## src/rtl/azadi_jtag_pkg.sv

```systemverilog
// Shared types and constants for the Azadi JTAG master.
// The INIT state exists only when AZADI_JTAG_RESET_SEQ_EN is defined.
package azadi_jtag_pkg;

  localparam int DefaultMaxLen   = 64;
  localparam int DefaultClkDiv   = 4;
  localparam int JtagResetSeqLen = 5;

  typedef enum logic [2:0] {
    IDLE,
    SHIFT_LO,
    SHIFT_HI,
    RESP
`ifdef AZADI_JTAG_RESET_SEQ_EN
    , INIT
`endif
  } jtag_mst_state_e;

endpackage

```

## src/rtl/azadi_jtag_clkdiv.sv

```systemverilog
// TCK phase timer: counts ClkDiv system cycles per half period and pulses
// phase_end in the last cycle of each phase.
module azadi_jtag_clkdiv #(
  parameter int ClkDiv = 4
) (
  input  logic clock,
  input  logic reset_ni,
  input  logic start,
  input  logic en,
  output logic phase_end
);

  localparam int CntW = (ClkDiv > 1) ? $clog2(ClkDiv) : 1;

  logic [CntW-1:0] cnt_q;

  assign phase_end = en && (cnt_q == CntW'(ClkDiv - 1));

  always_ff @(posedge clock or negedge reset_ni) begin
    if (!reset_ni)      cnt_q <= '0;
    else if (start)     cnt_q <= '0;
    else if (phase_end) cnt_q <= '0;
    else if (en)        cnt_q <= cnt_q + CntW'(1);
  end

endmodule

```

## src/rtl/azadi_jtag_master.sv

```systemverilog
// Command-driven JTAG master: shifts per-bit TMS/TDI vectors, captures TDO.
// Define AZADI_JTAG_RESET_SEQ_EN to run a 5-bit TMS=1 TAP reset after reset.
module azadi_jtag_master
  import azadi_jtag_pkg::*;
#(
  parameter int MaxLen = DefaultMaxLen,
  parameter int ClkDiv = DefaultClkDiv,
  parameter int LenW   = $clog2(MaxLen + 1)
) (
  input  logic              clock,
  input  logic              reset_ni,
  input  logic              cmd_valid_i,
  output logic              cmd_ready_o,
  input  logic [LenW-1:0]   cmd_len_i,
  input  logic [MaxLen-1:0] cmd_tms_i,
  input  logic [MaxLen-1:0] cmd_tdi_i,
  output logic              rsp_valid_o,
  input  logic              rsp_ready_i,
  output logic [MaxLen-1:0] rsp_tdo_o,
  output logic              jtag_tck_o,
  output logic              jtag_tms_o,
  output logic              jtag_tdi_o,
  input  logic              jtag_tdo_i,
  output logic              jtag_trst_no,
  output logic              busy_o
);

  localparam int IdxW = (MaxLen > 1) ? $clog2(MaxLen) : 1;

  jtag_mst_state_e state_q, state_d;

  logic [LenW-1:0]   len_q, len_clamp;
  logic [IdxW-1:0]   idx_q;
  logic [MaxLen-1:0] tms_sr, tdi_sr, tdo_q;
  logic              tck_q, tms_q, tdi_q, trst_q, rsp_valid_q, init_q;
  logic              accept, load_init, bit_end, last_bit, rsp_hs, phase_end;

  assign len_clamp = (cmd_len_i > LenW'(MaxLen)) ? LenW'(MaxLen) : cmd_len_i;
  assign last_bit  = (LenW'(idx_q) == len_q - LenW'(1));
  assign rsp_hs    = rsp_valid_q && rsp_ready_i;

  azadi_jtag_clkdiv #(.ClkDiv(ClkDiv)) u_clkdiv (
    .clock     (clock),
    .reset_ni  (reset_ni),
    .start     (accept || load_init),
    .en        ((state_q == SHIFT_LO) || (state_q == SHIFT_HI)),
    .phase_end (phase_end)
  );

  always_ff @(posedge clock or negedge reset_ni) begin
    if (!reset_ni) begin
`ifdef AZADI_JTAG_RESET_SEQ_EN
      state_q <= INIT;
`else
      state_q <= IDLE;
`endif
    end else begin
      state_q <= state_d;
    end
  end

  always_comb begin
    state_d   = state_q;
    accept    = 1'b0;
    load_init = 1'b0;
    bit_end   = 1'b0;
    unique case (state_q)
`ifdef AZADI_JTAG_RESET_SEQ_EN
      INIT: if (trst_q) begin
        load_init = 1'b1;
        state_d   = SHIFT_LO;
      end
`endif
      IDLE: if (cmd_valid_i && cmd_ready_o) begin
        accept  = 1'b1;
        state_d = (cmd_len_i == '0) ? RESP : SHIFT_LO;
      end
      SHIFT_LO: if (phase_end) state_d = SHIFT_HI;
      SHIFT_HI: if (phase_end) begin
        bit_end = 1'b1;
        if (!last_bit)   state_d = SHIFT_LO;
        else if (init_q) state_d = IDLE;
        else             state_d = RESP;
      end
      RESP: if (rsp_hs) state_d = IDLE;
      default: state_d = IDLE;
    endcase
  end

  always_ff @(posedge clock or negedge reset_ni) begin
    if (!reset_ni) begin
      len_q       <= '0;
      idx_q       <= '0;
      tms_sr      <= '0;
      tdi_sr      <= '0;
      tdo_q       <= '0;
      tck_q       <= 1'b0;
      tms_q       <= 1'b1;
      tdi_q       <= 1'b0;
      trst_q      <= 1'b0;
      rsp_valid_q <= 1'b0;
      init_q      <= 1'b0;
    end else begin
      trst_q      <= 1'b1;
      tck_q       <= (state_d == SHIFT_HI);
      rsp_valid_q <= (state_q == RESP) && !rsp_hs;
      if (accept) begin
        len_q  <= len_clamp;
        idx_q  <= '0;
        tdo_q  <= '0;
        tms_sr <= cmd_tms_i >> 1;
        tdi_sr <= cmd_tdi_i >> 1;
        // a zero-length command leaves the pins at their last driven values
        if (cmd_len_i != '0) begin
          tms_q <= cmd_tms_i[0];
          tdi_q <= cmd_tdi_i[0];
        end
      end
      if (load_init) begin
        len_q  <= LenW'(JtagResetSeqLen);
        idx_q  <= '0;
        tms_sr <= '1;
        tdi_sr <= '0;
        tms_q  <= 1'b1;
        tdi_q  <= 1'b0;
        init_q <= 1'b1;
      end
      if (bit_end) begin
        tdo_q[idx_q] <= jtag_tdo_i;
        if (last_bit) begin
          init_q <= 1'b0;
        end else begin
          idx_q  <= idx_q + IdxW'(1);
          tms_q  <= tms_sr[0];
          tdi_q  <= tdi_sr[0];
          tms_sr <= tms_sr >> 1;
          tdi_sr <= tdi_sr >> 1;
        end
      end
    end
  end

  assign cmd_ready_o  = (state_q == IDLE) && trst_q;
  assign busy_o       = (state_q != IDLE) && trst_q;
  assign rsp_valid_o  = rsp_valid_q;
  assign rsp_tdo_o    = tdo_q;
  assign jtag_tck_o   = tck_q;
  assign jtag_tms_o   = tms_q;
  assign jtag_tdi_o   = tdi_q;
  assign jtag_trst_no = trst_q;

endmodule

```

## config.mk

```make
export PLATFORM = sky130hd
export DESIGN_NAME = azadi_jtag_master
export DESIGN_NICKNAME = d
export VERILOG_FILES = /design/src/rtl/azadi_jtag_pkg.sv /design/src/rtl/azadi_jtag_clkdiv.sv /design/src/rtl/azadi_jtag_master.sv
export SDC_FILE = /design/constraint.sdc
export NUM_CORES = 1
export LEC_CHECK = 0
export ABC_CLOCK_PERIOD_IN_PS = 4500
export BUFFER_PORTS_ARGS = -buffer_cell sky130_fd_sc_hd__buf_2
export CAP_MARGIN = 10
export CORE_MARGIN = 10
export CORE_UTILIZATION = 40
export CTS_CLUSTER_DIAMETER = 100
export CTS_CLUSTER_SIZE = 40
export DETAILED_ROUTE_END_ITERATION = 8
export PLACE_DENSITY = 0.6
export SYNTH_ARGS = -nofsm -noshare
export SYNTH_HDL_FRONTEND = slang
export SYNTH_SLANG_ARGS = --single-unit
```

## constraint.sdc

```tcl
create_clock -name clock -period 4.5 [get_ports clock]
set_input_delay 0.675 -clock clock [delete_from_list [all_inputs] [get_ports clock]]
set_output_delay 0.675 -clock clock [all_outputs]
set_load 0.03 [all_outputs]
```

# == Yosys cells after proc, flatten, opt, wreduce, memory -nomap -nowiden ==
# Index checks and enable logic that the tools add are counted.
# Widths: inputs -> output; s select.
# op_classes
n_mux,37
reduce_logical,14
addsub,3
n_lt_le_gt_ge,3
n_eq_ne,6
# op_table
op,n
$mux 64,8
$bwmux 64,1
$mux 6,3
$mux 1,13
$mux 3,4
$pmux 3 s4,1
$mux 2,5
$eq 3x2->1 const B,3
$eq 6x7->1,1
$gt 7x7->1 const B,1
$logic_and 1x1->1,7
$logic_not 7->1,1
$lt 6x7->1 const B,1
$mux 7,1
$reduce_bool 7->1,1
$sub 7x1->7 const B,1
$add 6x1->6 const B,1
$demux 1 s6,1
$ge 6x1->1 const B,1
$reduce_bool 3->1,2
$eq 3x1->1 const B,1
$logic_not 3->1,1
$add 2x1->2 const B,1
$eq 2x2->1 const B,1
other kinds (2),2
# word_totals
inputBits,140
wordCells,75
output_inout_bits,71
ff_bits,215

# == Logic depth before layout (Yosys ltp) ==
# depth
depth_word,8
mapped_depth,12

# == Cells and area by module ==
# From an unflattened synthesis, not the netlist that was laid out.
# hier_totals
cells_unflattened,887
hier_area_um2,9864.5
# by_module_without_submodules
module,cells_each,seq_area_each_um2,area_per_inst_um2,n_inst
azadi_jtag_master,878,5331.4,9758.1,1
azadi_jtag_clkdiv,9,50.0,106.4,1

# == Worst setup path after synthesis ==
# OpenSTA, ideal clock, no wires.
# synth_path
path_type,flip-flop to flip-flop
start,register len_q[0]
end,register tdi_sr[0]
arrival_time_ps,2112
path_buffers,4
stages_incl_launch_ff,13
slack_ps,2255
setup_ps,132
required_time_ps,4368
cell_sequence,dfrtp_1 inv_1 ha_1 buf_6 o21bai_1 a2111oi_1 a31o_1 o22ai_2 buf_6 buf_6 buf_6 a22oi_2 o21ai_1
# synth_via
elab_chain_cells,4
# synth_rtl
element,line,rtl
from (decl),azadi_jtag_master.sv:32,"logic [LenW-1:0] len_q, len_clamp;"
from (signal assigned),azadi_jtag_master.sv:108,len_q <= len_clamp;
from (signal assigned),azadi_jtag_master.sv:120,len_q <= LenW'(JtagResetSeqLen);
$sub 7x1->7,azadi_jtag_master.sv:39,assign last_bit = (LenW'(idx_q) == len_q - LenW'(1));
$eq 6x7->1,azadi_jtag_master.sv:39,
$mux 64,azadi_jtag_master.sv:130,if (last_bit) begin
$mux 64,azadi_jtag_master.sv:128,if (bit_end) begin
to (signal assigned),azadi_jtag_master.sv:112,tdi_sr <= cmd_tdi_i >> 1;
to (signal assigned),azadi_jtag_master.sv:137,tdi_sr <= tdi_sr >> 1;
to (decl),azadi_jtag_master.sv:34,"logic [MaxLen-1:0] tms_sr, tdi_sr, tdo_q;"
# Every way passes these cells.
# A chain may end at the register's enable or synchronous reset.

# == Worst setup path after layout ==
# layout_path
start,register len_q[0]
end,register tdi_sr[24]
# Same word-level chain as after synthesis.

==> reports/results.txt <==
Placed Area: 11360 um^2
CP bufs+invs: 2
Final setup violation count: 0
Port Buffers: 210
Clk slew on worst S/H paths: 0.12 ns
GPL Wtd Cong: 0.7736
Mapped Avg Cell Area: 9.837 um^2
Fin area: 11760 um^2
Root buf cell: clkbuf_16
Synth unique cells: 51
DIE HEIGHT: 179.7 um
Clk_lat worst skew: 0.49 ns
Setup crit start kind: flip-flop
Layout Nets: 1320
CTS buffer count: 11
Mean number of vias per cell: 5.488
Drt total wl: 29050 um
Static Leak: 5.549 nW
Yosys top cell by area: dfrtp_1
PostCTS Resize Cnt: 0
Initial Util: 0.4063
Crit path cell chain: inv_1 -> ha_1 -> o21bai_1 -> a2111oi_1 -> a31o_1 -> o22ai_4 -> buf_12 -> a22oi_2 -> o21ai_1
Critical path's largest stage delay: 0.46 ns
Post-synth top cells: nand2_1, dfrtp_1, o21ai_0
Count leader, synth: nand2_1
Final Total Pwr: 4.440 mW
Vias in the first global route: 8320
Synthesized Nets: 1180
Synthesized instance count: 1037
Largest net degree at the start of global routing: 166
Slowest CP cell: dfrtp_1
Hold Vio Cnt, Final: 0
Pwr Density: 377.5 nW/um^2
Mapped cell area: 10200 um^2
EDFF count, synth: 0
CP Capture Type: flip-flop
Data arrival, critical path: 3.09 ns
# DRC: 0
Clock Path Buffers: 3
Row count: 58
Gate power share: 0.145
NetSw: 1.343 mW
Initial antenna violation count: 5
Sequential area share after synthesis: 0.5275
Routed WL per cell: 19.16 um
Number of hold buffers added after CTS: 0
DPL Wire Length: 19230 um
Core area: 25110 um^2
Ys Warns: 0
Routed via count: 8320
Worst ir drop on vdd: 0.2848 mV
Max-Slew Margin vs Limit: 0.2332
Final core occ: 0.4685
Setup repair after global routing missed its margin: false
Status: finished clean
TNS Setup: 0 ns
Pint: 3.097 mW
Post-synth ARST share: 1.000
Non-filler cells, final: 1516
# IOs: 211
Fmax: 0.3619 GHz
Synth Flop Type: dfrtp_1
Area delta synth->final: 15.31%
Placed cells: 1494
Final worst path period need: 2.763 ns
Worst Path Required: 4.83 ns
Delay-heaviest family, CP: compound AO/OA/AOI/OAI gates
Routed Antenna Nets: 0
# H-tree levels: 1
Top cell type's share of synthesized area: 0.5250
Sink Count: 215
Crit-path max FO: 165
Layout cells sized above 1: 0.2667
Seq pwr share: 0.570
Crit share post-route: 0.6140
DRT Pass-1 Iters: 5
Gr ovfl total: 0
Clock Skew: 0.03075 ns
Slew Limit Fails: 0
Setup Fix Bufs, Post-CTS: 0
Area contributors post-synth: dfrtp_1, nand2_1, a22oi_2, a22oi_1, o211ai_1
First-pass GRT wire length: 47070 um
Die outline width: 179.7 um
Worst Hold Class: input pin to async pin
Max-cap violations: 0
Slew @ Worst Pin: 1.150 ns
Drt initial violations: 842
DIE AREA: 32290 um^2
Sw Ratio: 0.3025
Gr usage total: 0.1729
Critical setup path kind: flip-flop to flip-flop
Clock power frac: 0.285
Flops & latches, synth: 215
CTS tree: yes
[power by group through the flow]
stage | Combinational (mW) | Sequential, mW | Clock [mW]
4_1_cts | 0.657 | 2.53 | 1.30
2_1_floorplan | 0.448 | 2.50 | 0
5_1_grt | 0.757 | 2.57 | 1.35
6_report | 0.646 | 2.53 | 1.27
3_5_place_dp | 0.659 | 2.56 | 0
3_3_place_gp | 0.635 | 2.56 | 0
[kinds of logic after synthesis]
logic type	after synthesis	share of synthesized area
AO/OA/AOI/OAI	340	0.2467
XOR/XNOR	8	0.006869
adder cells (fa/ha/maj)	3	0.003680
buffers and inverters	102	0.04783
flip-flops	215	0.5275
multiplexers	7	0.006991
other	2	0.0007362
AND/OR/NAND/NOR	360	0.1597
[state kept, by name, indices dropped and copies added, names as in the netlist]
| signal | count |
|---|---|
| rsp_valid_o | 1 |
| idx_q | 6 |
| u_clkdiv.cnt_q | 2 |
| jtag_tms_o | 1 |
| tms_sr | 64 |
| jtag_trst_no | 1 |
| len_q | 7 |
| rsp_tdo_o | 64 |
| tdi_sr | 64 |
| state_q | 3 |
| jtag_tdi_o | 1 |
| jtag_tck_o | 1 |
[through the flow]
stage | hold slack (ns) | worst slack [ns]
3_3_place_gp | 0.4827 | 1.947
6_report | 0.2381 | 1.737
5_1_grt | 0.3297 | 1.555
4_1_cts | 0.3261 | 1.827
2_1_floorplan | 0.3794 | 2.255
3_5_place_dp | 0.4797 | 1.856
[cells in the final DEF (no fill, tap or decap), types with 2 or more instances in the layout]
cell / n
nor3_1: 8
nand2_1: 218
o21ai_1: 60
clkinv_8: 2
conb_1: 2
xor2_1: 3
ha_1: 3
diode_2: 5
inv_1: 4
or3_1: 3
o211ai_1: 63
nor3b_2: 2
clkbuf_16: 11
nand3b_1: 12
nor4_1: 4
and3_1: 4
o21ai_0: 74
or3b_2: 4
and3b_1: 3
dfrtp_1: 214
o21bai_1: 2
mux2i_1: 6
xnor2_1: 5
nand3_1: 71
nor3b_1: 3
buf_4: 13
buf_12: 2
nand4_1: 3
a21oi_1: 4
and2_1: 2
a22oi_1: 68
buf_2: 209
nor3_2: 2
nor2_1: 14
a22oi_2: 58
[per-layer routing]
layer	wire length, um	share of wire	global-route usage
met1	13710	0.47	0.2446
met2	13340	0.46	0.2664
met3	1554	0.054	0.03655
met4	446	0.015	0.03738
met5	0	0	0
[final cells by class]
type                       instances  area (um^2)
antenna                            5        12.51
tap                              330        412.9
clock inverter                     6        110.1
timing repair buffer             225         1199
inverter                           4        15.01
fill                            2468        13350
multi-input combinational        720         4357
clock buffer                      11        275.3
sequential                       215         5381
[final timing paths]
kind	slack (ns)	start	depth (start not counted)	end
worst max-delay path	1.74	len_q[0]	9	tdi_sr[24]
worst min-delay path	0.24	reset_ni	1	tms_sr[6]
worst max register to register	1.74	len_q[0]	9	tdi_sr[24]
worst min register to register	0.50	tdi_sr[29]	2	tdi_sr[28]
max in group asynchronous	3.09	reset_ni	2	tdi_sr[47]
min in group clock	0.40	rsp_ready_i	2	rsp_valid_o
Note: power is estimated with default switching activity, not from simulation.
